[src/rtl/sram_access_seq_if.sv]
// rtl/sram_access_seq_if.sv - request/response and array-side signals of the SRAM access sequencer
// master is the requester plus array model; slave is the sequencer.
interface sram_access_seq_if;
  logic         req_valid;
  logic         req_ready;
  logic         req_write;
  logic [6:0]   req_addr;
  logic [255:0] req_wdata;
  logic         rsp_valid;
  logic         rsp_ready;
  logic         rsp_write;
  logic [255:0] rsp_rdata;
  logic [6:0]   row_addr;
  logic         en_pcomp;
  logic         pre_en;
  logic         wl_en;
  logic         we;
  logic         sae;
  logic [255:0] bl_wdata;
  logic [255:0] arr_rdata;

  modport master (
    output req_valid, req_write, req_addr, req_wdata, rsp_ready, arr_rdata,
    input  req_ready, rsp_valid, rsp_write, rsp_rdata, row_addr,
           en_pcomp, pre_en, wl_en, we, sae, bl_wdata
  );

  modport slave (
    input  req_valid, req_write, req_addr, req_wdata, rsp_ready, arr_rdata,
    output req_ready, rsp_valid, rsp_write, rsp_rdata, row_addr,
           en_pcomp, pre_en, wl_en, we, sae, bl_wdata
  );
endinterface

[src/rtl/sram_access_seq.sv]
// rtl/sram_access_seq.sv - single-row SRAM access sequencer (precharge, decode, word line, sense)
// Every output is a register; each state transition also sets the outputs for the next cycle.
module sram_access_seq #(
  parameter int unsigned PRE_CYCLES = 2,
  parameter int unsigned WL_CYCLES  = 2
) (
  input  logic              clk,
  input  logic              rst_n,
  sram_access_seq_if.slave  bus
);

  typedef enum logic [2:0] {IDLE, PRE, DEC, WL, SENSE, RESP} state_e;

  localparam logic [3:0] PRE_LD = 4'(PRE_CYCLES);
  localparam logic [3:0] WL_LD  = 4'(WL_CYCLES);

  state_e        state_q;
  logic [3:0]    cnt_q;
  logic          write_q;
  logic          req_ready_q;
  logic          rsp_valid_q;
  logic          rsp_write_q;
  logic [255:0]  rsp_rdata_q;
  logic [6:0]    row_addr_q;
  logic          en_pcomp_q;
  logic          pre_en_q;
  logic          wl_en_q;
  logic          we_q;
  logic          sae_q;
  logic [255:0]  bl_wdata_q;

  always_ff @(posedge clk or negedge rst_n) begin
    if (!rst_n) begin
      state_q     <= IDLE;
      cnt_q       <= 4'd0;
      write_q     <= 1'b0;
      req_ready_q <= 1'b0;
      rsp_valid_q <= 1'b0;
      rsp_write_q <= 1'b0;
      rsp_rdata_q <= '0;
      row_addr_q  <= 7'd0;
      en_pcomp_q  <= 1'b0;
      pre_en_q    <= 1'b0;
      wl_en_q     <= 1'b0;
      we_q        <= 1'b0;
      sae_q       <= 1'b0;
      bl_wdata_q  <= '0;
    end else begin
      case (state_q)
        IDLE: begin
          // Ready comes up one edge after reset and stays up until a handshake.
          req_ready_q <= 1'b1;
          if (bus.req_valid && req_ready_q) begin
            req_ready_q <= 1'b0;
            write_q     <= bus.req_write;
            row_addr_q  <= bus.req_addr;
            if (bus.req_write) begin
              bl_wdata_q <= bus.req_wdata;
            end
            cnt_q    <= PRE_LD;
            pre_en_q <= 1'b1;
            state_q  <= PRE;
          end
        end
        PRE: begin
          if (cnt_q == 4'd1) begin
            pre_en_q <= 1'b0;
            state_q  <= DEC;
          end else begin
            cnt_q <= cnt_q - 4'd1;
          end
        end
        DEC: begin
          en_pcomp_q <= 1'b1;
          wl_en_q    <= 1'b1;
          we_q       <= write_q;
          cnt_q      <= WL_LD;
          state_q    <= WL;
        end
        WL: begin
          if (cnt_q == 4'd1) begin
            wl_en_q <= 1'b0;
            we_q    <= 1'b0;
            if (write_q) begin
              en_pcomp_q  <= 1'b0;
              rsp_valid_q <= 1'b1;
              rsp_write_q <= 1'b1;
              state_q     <= RESP;
            end else begin
              // Decoder stays enabled through the sense cycle.
              sae_q   <= 1'b1;
              state_q <= SENSE;
            end
          end else begin
            cnt_q <= cnt_q - 4'd1;
          end
        end
        SENSE: begin
          sae_q       <= 1'b0;
          en_pcomp_q  <= 1'b0;
          rsp_rdata_q <= bus.arr_rdata;
          rsp_valid_q <= 1'b1;
          rsp_write_q <= 1'b0;
          state_q     <= RESP;
        end
        RESP: begin
          if (bus.rsp_ready) begin
            rsp_valid_q <= 1'b0;
            req_ready_q <= 1'b1;
            state_q     <= IDLE;
          end
        end
        default: begin
          state_q <= IDLE;
        end
      endcase
    end
  end

  assign bus.req_ready = req_ready_q;
  assign bus.rsp_valid = rsp_valid_q;
  assign bus.rsp_write = rsp_write_q;
  assign bus.rsp_rdata = rsp_rdata_q;
  assign bus.row_addr  = row_addr_q;
  assign bus.en_pcomp  = en_pcomp_q;
  assign bus.pre_en    = pre_en_q;
  assign bus.wl_en     = wl_en_q;
  assign bus.we        = we_q;
  assign bus.sae       = sae_q;
  assign bus.bl_wdata  = bl_wdata_q;

endmodule

[src/flat_wrapper.sv]
// flat-port wrapper written by rule: the top's interface ports become plain ports
module sram_access_seq_flat 
#(
  parameter int unsigned PRE_CYCLES = 2,
  parameter int unsigned WL_CYCLES  = 2
)
  (clk, rst_n, bus_req_valid, bus_req_write, bus_req_addr, bus_req_wdata, bus_rsp_ready, bus_arr_rdata, bus_req_ready, bus_rsp_valid, bus_rsp_write, bus_rsp_rdata, bus_row_addr, bus_en_pcomp, bus_pre_en, bus_wl_en, bus_we, bus_sae, bus_bl_wdata);
  sram_access_seq_if bus_i ();
  input  logic clk;
  input  logic rst_n;
  input wire logic [$bits(bus_i.req_valid)-1:0] bus_req_valid;
  input wire logic [$bits(bus_i.req_write)-1:0] bus_req_write;
  input wire logic [$bits(bus_i.req_addr)-1:0] bus_req_addr;
  input wire logic [$bits(bus_i.req_wdata)-1:0] bus_req_wdata;
  input wire logic [$bits(bus_i.rsp_ready)-1:0] bus_rsp_ready;
  input wire logic [$bits(bus_i.arr_rdata)-1:0] bus_arr_rdata;
  output wire logic [$bits(bus_i.req_ready)-1:0] bus_req_ready;
  output wire logic [$bits(bus_i.rsp_valid)-1:0] bus_rsp_valid;
  output wire logic [$bits(bus_i.rsp_write)-1:0] bus_rsp_write;
  output wire logic [$bits(bus_i.rsp_rdata)-1:0] bus_rsp_rdata;
  output wire logic [$bits(bus_i.row_addr)-1:0] bus_row_addr;
  output wire logic [$bits(bus_i.en_pcomp)-1:0] bus_en_pcomp;
  output wire logic [$bits(bus_i.pre_en)-1:0] bus_pre_en;
  output wire logic [$bits(bus_i.wl_en)-1:0] bus_wl_en;
  output wire logic [$bits(bus_i.we)-1:0] bus_we;
  output wire logic [$bits(bus_i.sae)-1:0] bus_sae;
  output wire logic [$bits(bus_i.bl_wdata)-1:0] bus_bl_wdata;
  assign bus_i.req_valid = bus_req_valid;
  assign bus_i.req_write = bus_req_write;
  assign bus_i.req_addr = bus_req_addr;
  assign bus_i.req_wdata = bus_req_wdata;
  assign bus_i.rsp_ready = bus_rsp_ready;
  assign bus_i.arr_rdata = bus_arr_rdata;
  assign bus_req_ready = bus_i.req_ready;
  assign bus_rsp_valid = bus_i.rsp_valid;
  assign bus_rsp_write = bus_i.rsp_write;
  assign bus_rsp_rdata = bus_i.rsp_rdata;
  assign bus_row_addr = bus_i.row_addr;
  assign bus_en_pcomp = bus_i.en_pcomp;
  assign bus_pre_en = bus_i.pre_en;
  assign bus_wl_en = bus_i.wl_en;
  assign bus_we = bus_i.we;
  assign bus_sae = bus_i.sae;
  assign bus_bl_wdata = bus_i.bl_wdata;
  sram_access_seq #(.PRE_CYCLES(PRE_CYCLES), .WL_CYCLES(WL_CYCLES)) u_core (.clk(clk), .rst_n(rst_n), .bus(bus_i));
endmodule
[config.mk]
export PLATFORM = sky130hd
export DESIGN_NAME = sram_access_seq_flat
export DESIGN_NICKNAME = d
export VERILOG_FILES = /design/src/rtl/sram_access_seq_if.sv /design/src/rtl/sram_access_seq.sv /design/src/flat_wrapper.sv
export SDC_FILE = /design/constraint.sdc
export NUM_CORES = 1
export LEC_CHECK = 0
export CAP_MARGIN = 0
export CORE_AREA = 2 2 406 408
export CTS_BUF_LIST = sky130_fd_sc_hd__clkbuf_8
export CTS_CLUSTER_SIZE = 28
export DETAILED_ROUTE_END_ITERATION = 10
export DIE_AREA = 0 0 408 410
export PLACE_DENSITY_LB_ADDON = 0.12
export REMOVE_ABC_BUFFERS = 1
export SETUP_SLACK_MARGIN = 0.3
export SYNTH_ARGS = -nofsm -noshare
export SYNTH_HDL_FRONTEND = slang
export SYNTH_SLANG_ARGS = --single-unit
[constraint.sdc]
create_clock -name clk -period 4.35 [get_ports clk]
set_input_delay 0.87 -clock clk [delete_from_list [all_inputs] [get_ports clk]]
set_output_delay 0.87 -clock clk [all_outputs]
set_load 0.02 [all_outputs]
# [After elaboration in Yosys (flattened, before gate mapping)]
# Index checks and enable logic that the tools add are counted.
[totals] out_inout_bits=527 register_bits=535 in_bits=524 elab_cells=77
[classes] n_eq_ne=13 add_sub_neg=1 mux=28 reduce_logical=21
[ops] operator="3-bit case mux with 6 select lines" count=1
[ops] operator="3-bit AND reduction" count=6
[ops] operator="1-bit two-way mux" count=12
[ops] operator="3-bit two-way mux" count=4
[ops] operator="1-bit case mux with 2 select lines" count=6
[ops] operator="4-bit case mux with 3 select lines" count=1
[ops] operator="3-bit nonzero test" count=3
[ops] operator="4-bit two-way mux" count=2
[ops] operator="2-bit by 1-bit != test with 1-bit output (second input constant)" count=4
[ops] operator="4-bit AND reduction" count=2
[ops] operator="2-bit nonzero test" count=4
[ops] operator="3-bit by 2-bit equality test with 1-bit output (second input constant)" count=2
[ops] operator="3-bit equality test (second input constant)" count=2
[ops] operator="2-bit != test (second input constant)" count=3
[ops] operator="1-bit case mux with 3 select lines" count=2
[ops] operator="2-bit AND reduction" count=3
[ops] operator="4-bit by 1-bit equality test with 1-bit output (second input constant)" count=1
[ops] operator="4-bit by 1-bit subtractor with 4-bit output (second input constant)" count=1
[ops] operator="3-bit by 1-bit equality test with 1-bit output (second input constant)" count=1
[ops] operator="3-bit logical NOT" count=1
[ops] operator="2-bit OR reduction" count=1
[ops] operator="1-bit logical AND" count=1

# [Depth between registers and ports, before layout]
[logic_depth] word_depth=4 ltp_mapped=6 ltp_nobuf=5

# [Worst setup path after synthesis]
# OpenSTA, ideal clock, no wires.
[synth_path] kind="input to register" startpoint="input bus_req_valid" endpoint="register u_core.bl_wdata_q[167] (netlist: u_core.bus.bl_wdata[167])" cell_stages=5 setup_ps=125 path_buffers=3 setup_slack_ps=2317 t_required_ps=4225 t_arrival_ps=1908 cell_sequence="clkbuf_1 nand4_2 buf_2 buf_6 mux2_4"
[synth_via] elab_chain_cells=2
[synth_rtl] item="from (decl)" line_no="flat_wrapper.sv:11" text="input wire logic [$bits(bus_i.req_valid)-1:0] bus_req_valid;"
[synth_rtl] item="1-bit logical AND" line_no="sram_access_seq.sv:53" text="if (bus.req_valid && req_ready_q) begin"
[synth_rtl] item="3-bit AND reduction (no source line)"
[synth_rtl] item="to (signal assigned)" line_no="sram_access_seq.sv:58" text="bl_wdata_q <= bus.req_wdata;"
[synth_rtl] item="to (decl)" line_no="sram_access_seq.sv:30" text="logic [255:0] bl_wdata_q;"
# No other way between the ends.
# A chain may end at the register's enable or synchronous reset.

# [Worst setup path after layout]
[layout_path] startpoint="register u_core.req_ready_q (netlist: u_core.bus.req_ready)" endpoint="output bus_req_ready"
[layout_lines] item="from (decl)" line_no="sram_access_seq.sv:20" text="logic req_ready_q;"
[layout_lines] item="from (signal assigned)" line_no="sram_access_seq.sv:37" text="req_ready_q <= 1'b0;"
[layout_lines] item="from (signal assigned)" line_no="sram_access_seq.sv:52" text="req_ready_q <= 1'b1;"
[layout_lines] item="from (signal assigned)" line_no="sram_access_seq.sv:54" text="req_ready_q <= 1'b0;"
[layout_lines] item="to (decl)" line_no="flat_wrapper.sv:17" text="output wire logic [$bits(bus_i.req_ready)-1:0] bus_req_ready;"
# No word-level cell between the ends.

==> impl_results.md <==
- Max incr delay on CP: 0.69 ns
- Total global routing overflow: 0
- Power Density: 776.0 nW/um2
- Synth area leader: dfrtp_1
- Buf/Inv on CP: 1
- Worst R2R Path Depth: 4
- Crit path max fanout: 9
- CTS H-Tree Depth: 3
- Dpl ws: 1.145 ns
- Vias in the first global route: 16870
- Fin util: 22.36%
- Number of max-cap violations: 0
- Netlist cell types: 42
- Die Height: 410 um
- Largest net degree at the start of global routing: 87
- WL/cell: 21.95 um
- Iteration count of the initial detailed-routing pass: 4
- Clock share of power: 19.8%
- Initial core utilization: 12.89%
- Mean Syn Cell Area: 17.75 um2
- Clock Pin Slew Worst Setup and Hold Paths: 0.06 ns
- Leak pwr: 15.45 nW
- WHS: 0.1476 ns
- Global router's overall resource usage: 11.75%
- Min-Delay Path Class: input pin to async pin
- Chip width: 408 um
- Final antenna-violating net count: 0
- M1 GR Usage: 12.31%
- Residual DRC: 0
- Routability cong.: 0.7729
- Top_reg_cell synth: dfrtp_1
- Layout area overhead: 73.43%
- Int Pwr: 17.84 mW
- Sequential-to-total area share from yosys stat: 63.51%
- Final hold vios: 0
- Vias: 14710
- CTS tree: built
- Final Cycle Share: 66.48%
- Row count: 149
- Most common cell in the synthesized netlist: dfrtp_1
- Placed Cells: 4397
- GRT met3 Usage: 5.828%
- Met2 GRT Util: 20.35%
- WS Path Type: flop to output pin
- GRT Max-Usage Layer: met2
- Ys async rst share: 100.0%
- CP Cell Sequence: clkdlybuf4s50_1
- CP top delay family: buffers and inverters
- Clock sink count: 535
- Clock insertion delay at the later pin of the skew report: 0.80 ns
- Kind of launch point of the worst setup path: flop
- Worst setup EP type: output pin
- Worst Max-Slew Pin Slew: 0.9221 ns
- Number of I/O port buffers: 1050
- YS warnings: 0
- Worst setup margin: 1.458 ns
- Skew final: 0.05464 ns
- Top cells by area, synth: dfrtp_1 (64%), mux2_4 (16%), mux2_2 (15%)
- WL final: 101100 um
- WP data arrival: 2.02 ns
- Rel. slew slack: 38.53%
- CTS hold repair buffers: 0
- Yosys reg bits: 535
- Worst r2r dst: u_core.bus.rsp_rdata[30]
- CTS resizes: 0
- EDFF count, synth: 0
- Global-route wire length before repair: 139200 um
- Ports: 1051
- Final Max Slew Viols: 0
- Clock Tree Root: clkbuf_8
- Max Clk Rate: 345.8 MHz
- Worst r2r src: u_core.state_q[2]
- Combinational Power Share: 48.0%
- Initial DRC count: 468
- Final setup fails: 0
- Finished Layout Cells: 4605
- Flop2flop setup slack: 1.56 ns
- Top-area cell type share of the netlist area: 63.51%
- Sw Pwr: 10.53 mW
- Fin crit period: 2.892 ns
- Cell depth of the worst setup path: 1
- Critical Path Slowest Stage Cell: clkdlybuf4s50_1
- Share of cells above drive strength 1: 29.95%
- Sequential power share: 32.2%
- Top cells by count, synth: dfrtp_1 (535), mux2_2 (290), mux2_4 (229), buf_4 (25), buf_6 (23)
- Core area: 163500 um2
- Mapped Area: 21080 um2
- Post-route cell area: 36560 um2
- RSZ-0062 raised after global routing: no
- Nets: 2847
- Die Area: 167300 um2
- DP Area: 34210 um2
- Initial antenna violation count: 23
- Via/cell ratio: 3.194
- Worst Path Required: 3.48 ns
- Post-CTS setup repair buffer count: 0
- TritonCTS buffer count: 111
- DP HPWL: 79620 um
- Max clock buf depth: 3
- Peak VDD IR: 0.3363 mV
- Cell count after synthesis: 1188
- Switching Share: 37.13%
- Status: finished clean
[registers in the layout (all words and copies together), names as in the netlist]
name	flops
u_core.bus.rsp_valid	1
u_core.bus.pre_en	1
u_core.state_q	3
u_core.bus.bl_wdata	256
u_core.bus.rsp_write	1
u_core.cnt_q	4
u_core.bus.we	1
u_core.bus.sae	1
u_core.write_q	1
u_core.bus.row_addr	7
u_core.bus.req_ready	1
u_core.bus.en_pcomp	1
u_core.bus.rsp_rdata	256
u_core.bus.wl_en	1
[worst max-delay path by stage]
stage	start	end
floorplan	u_core.state_q[1]	u_core.bus.bl_wdata[196]
global placement	bus_req_valid	u_core.bus.bl_wdata[118]
detailed placement	bus_req_valid	u_core.bus.bl_wdata[118]
CTS	u_core.bus.rsp_rdata[86]	bus_rsp_rdata[86]
global route	u_core.state_q[2]	u_core.bus.rsp_rdata[64]
finish	u_core.bus.req_ready	bus_req_ready
[routing by layer]
metal / vias to the layer above / wire, um
li1: 6509 / -
met1: 7283 / 37210
met2: 733 / 50330
met3: 167 / 10770
met4: 18 / 2655
met5: - / 115
[power by group through the flow]
stage / Clock, mW / Combinational, mW / Sequential, mW
2_1_floorplan: 0 / 3.83 / 11.9
4_1_cts: 5.97 / 14.0 / 9.19
3_3_place_gp: 0 / 13.9 / 9.22
3_5_place_dp: 0 / 13.9 / 9.17
6_report: 5.62 / 13.6 / 9.13
5_1_grt: 6.15 / 14.3 / 9.50
[worst register-to-register path: cells and delay by family, from the launching register on]
kind / cells / cell delay (ns)
DFF: 1 / 0.77
and+or+nand+nor: 2 / 0.93
muxes: 1 / 0.39
buffers and inverters: 1 / 0.53
[cell type report]
class                      count  area [um2]
clock buffer                 143        1968
antenna                        9       22.52
clock inverter                56       357.8
inverter                       3       11.26
timing repair buffer        1085       10900
multi-input combinational    585        7172
fill                       17294      126900
tap                         2189        2739
sequential                   535       13390
[kinds of logic after synthesis]
logic type	Yosys count	synth area share, %
compound gates	31	1.039
xor+xnor	1	0.04155
fa+ha+maj	2	0.1187
buf+inv	68	2.540
flops	535	63.51
mux	520	31.85
simple gates	31	0.9081
[cells in the final DEF, fill, tap and decap left out, drive strengths merged, types with 4 or more instances in the layout]
cell type / synthesis / routed
nand2: 5 / 5
clkbuf: 4 / 143
buf: 61 / 36
nand2b: 5 / 5
clkdlybuf4s50: 0 / 1049
diode: 0 / 9
mux2: 519 / 519
clkinv: 0 / 8
o21ai: 7 / 7
inv: 3 / 45
dfrtp: 535 / 535
nor3: 4 / 4
nor2: 5 / 5
a21oi: 4 / 4
[through the flow]
step | TNS (ns) | power [mW]
final | 0 | 28.37
after global routing | 0 | 29.96
after CTS | 0 | 29.12
after detailed placement | 0 | 23.09
after global placement | 0 | 23.12
after floorplan | -2419.27 | 15.72
Power figures use the tool's default switching activity.
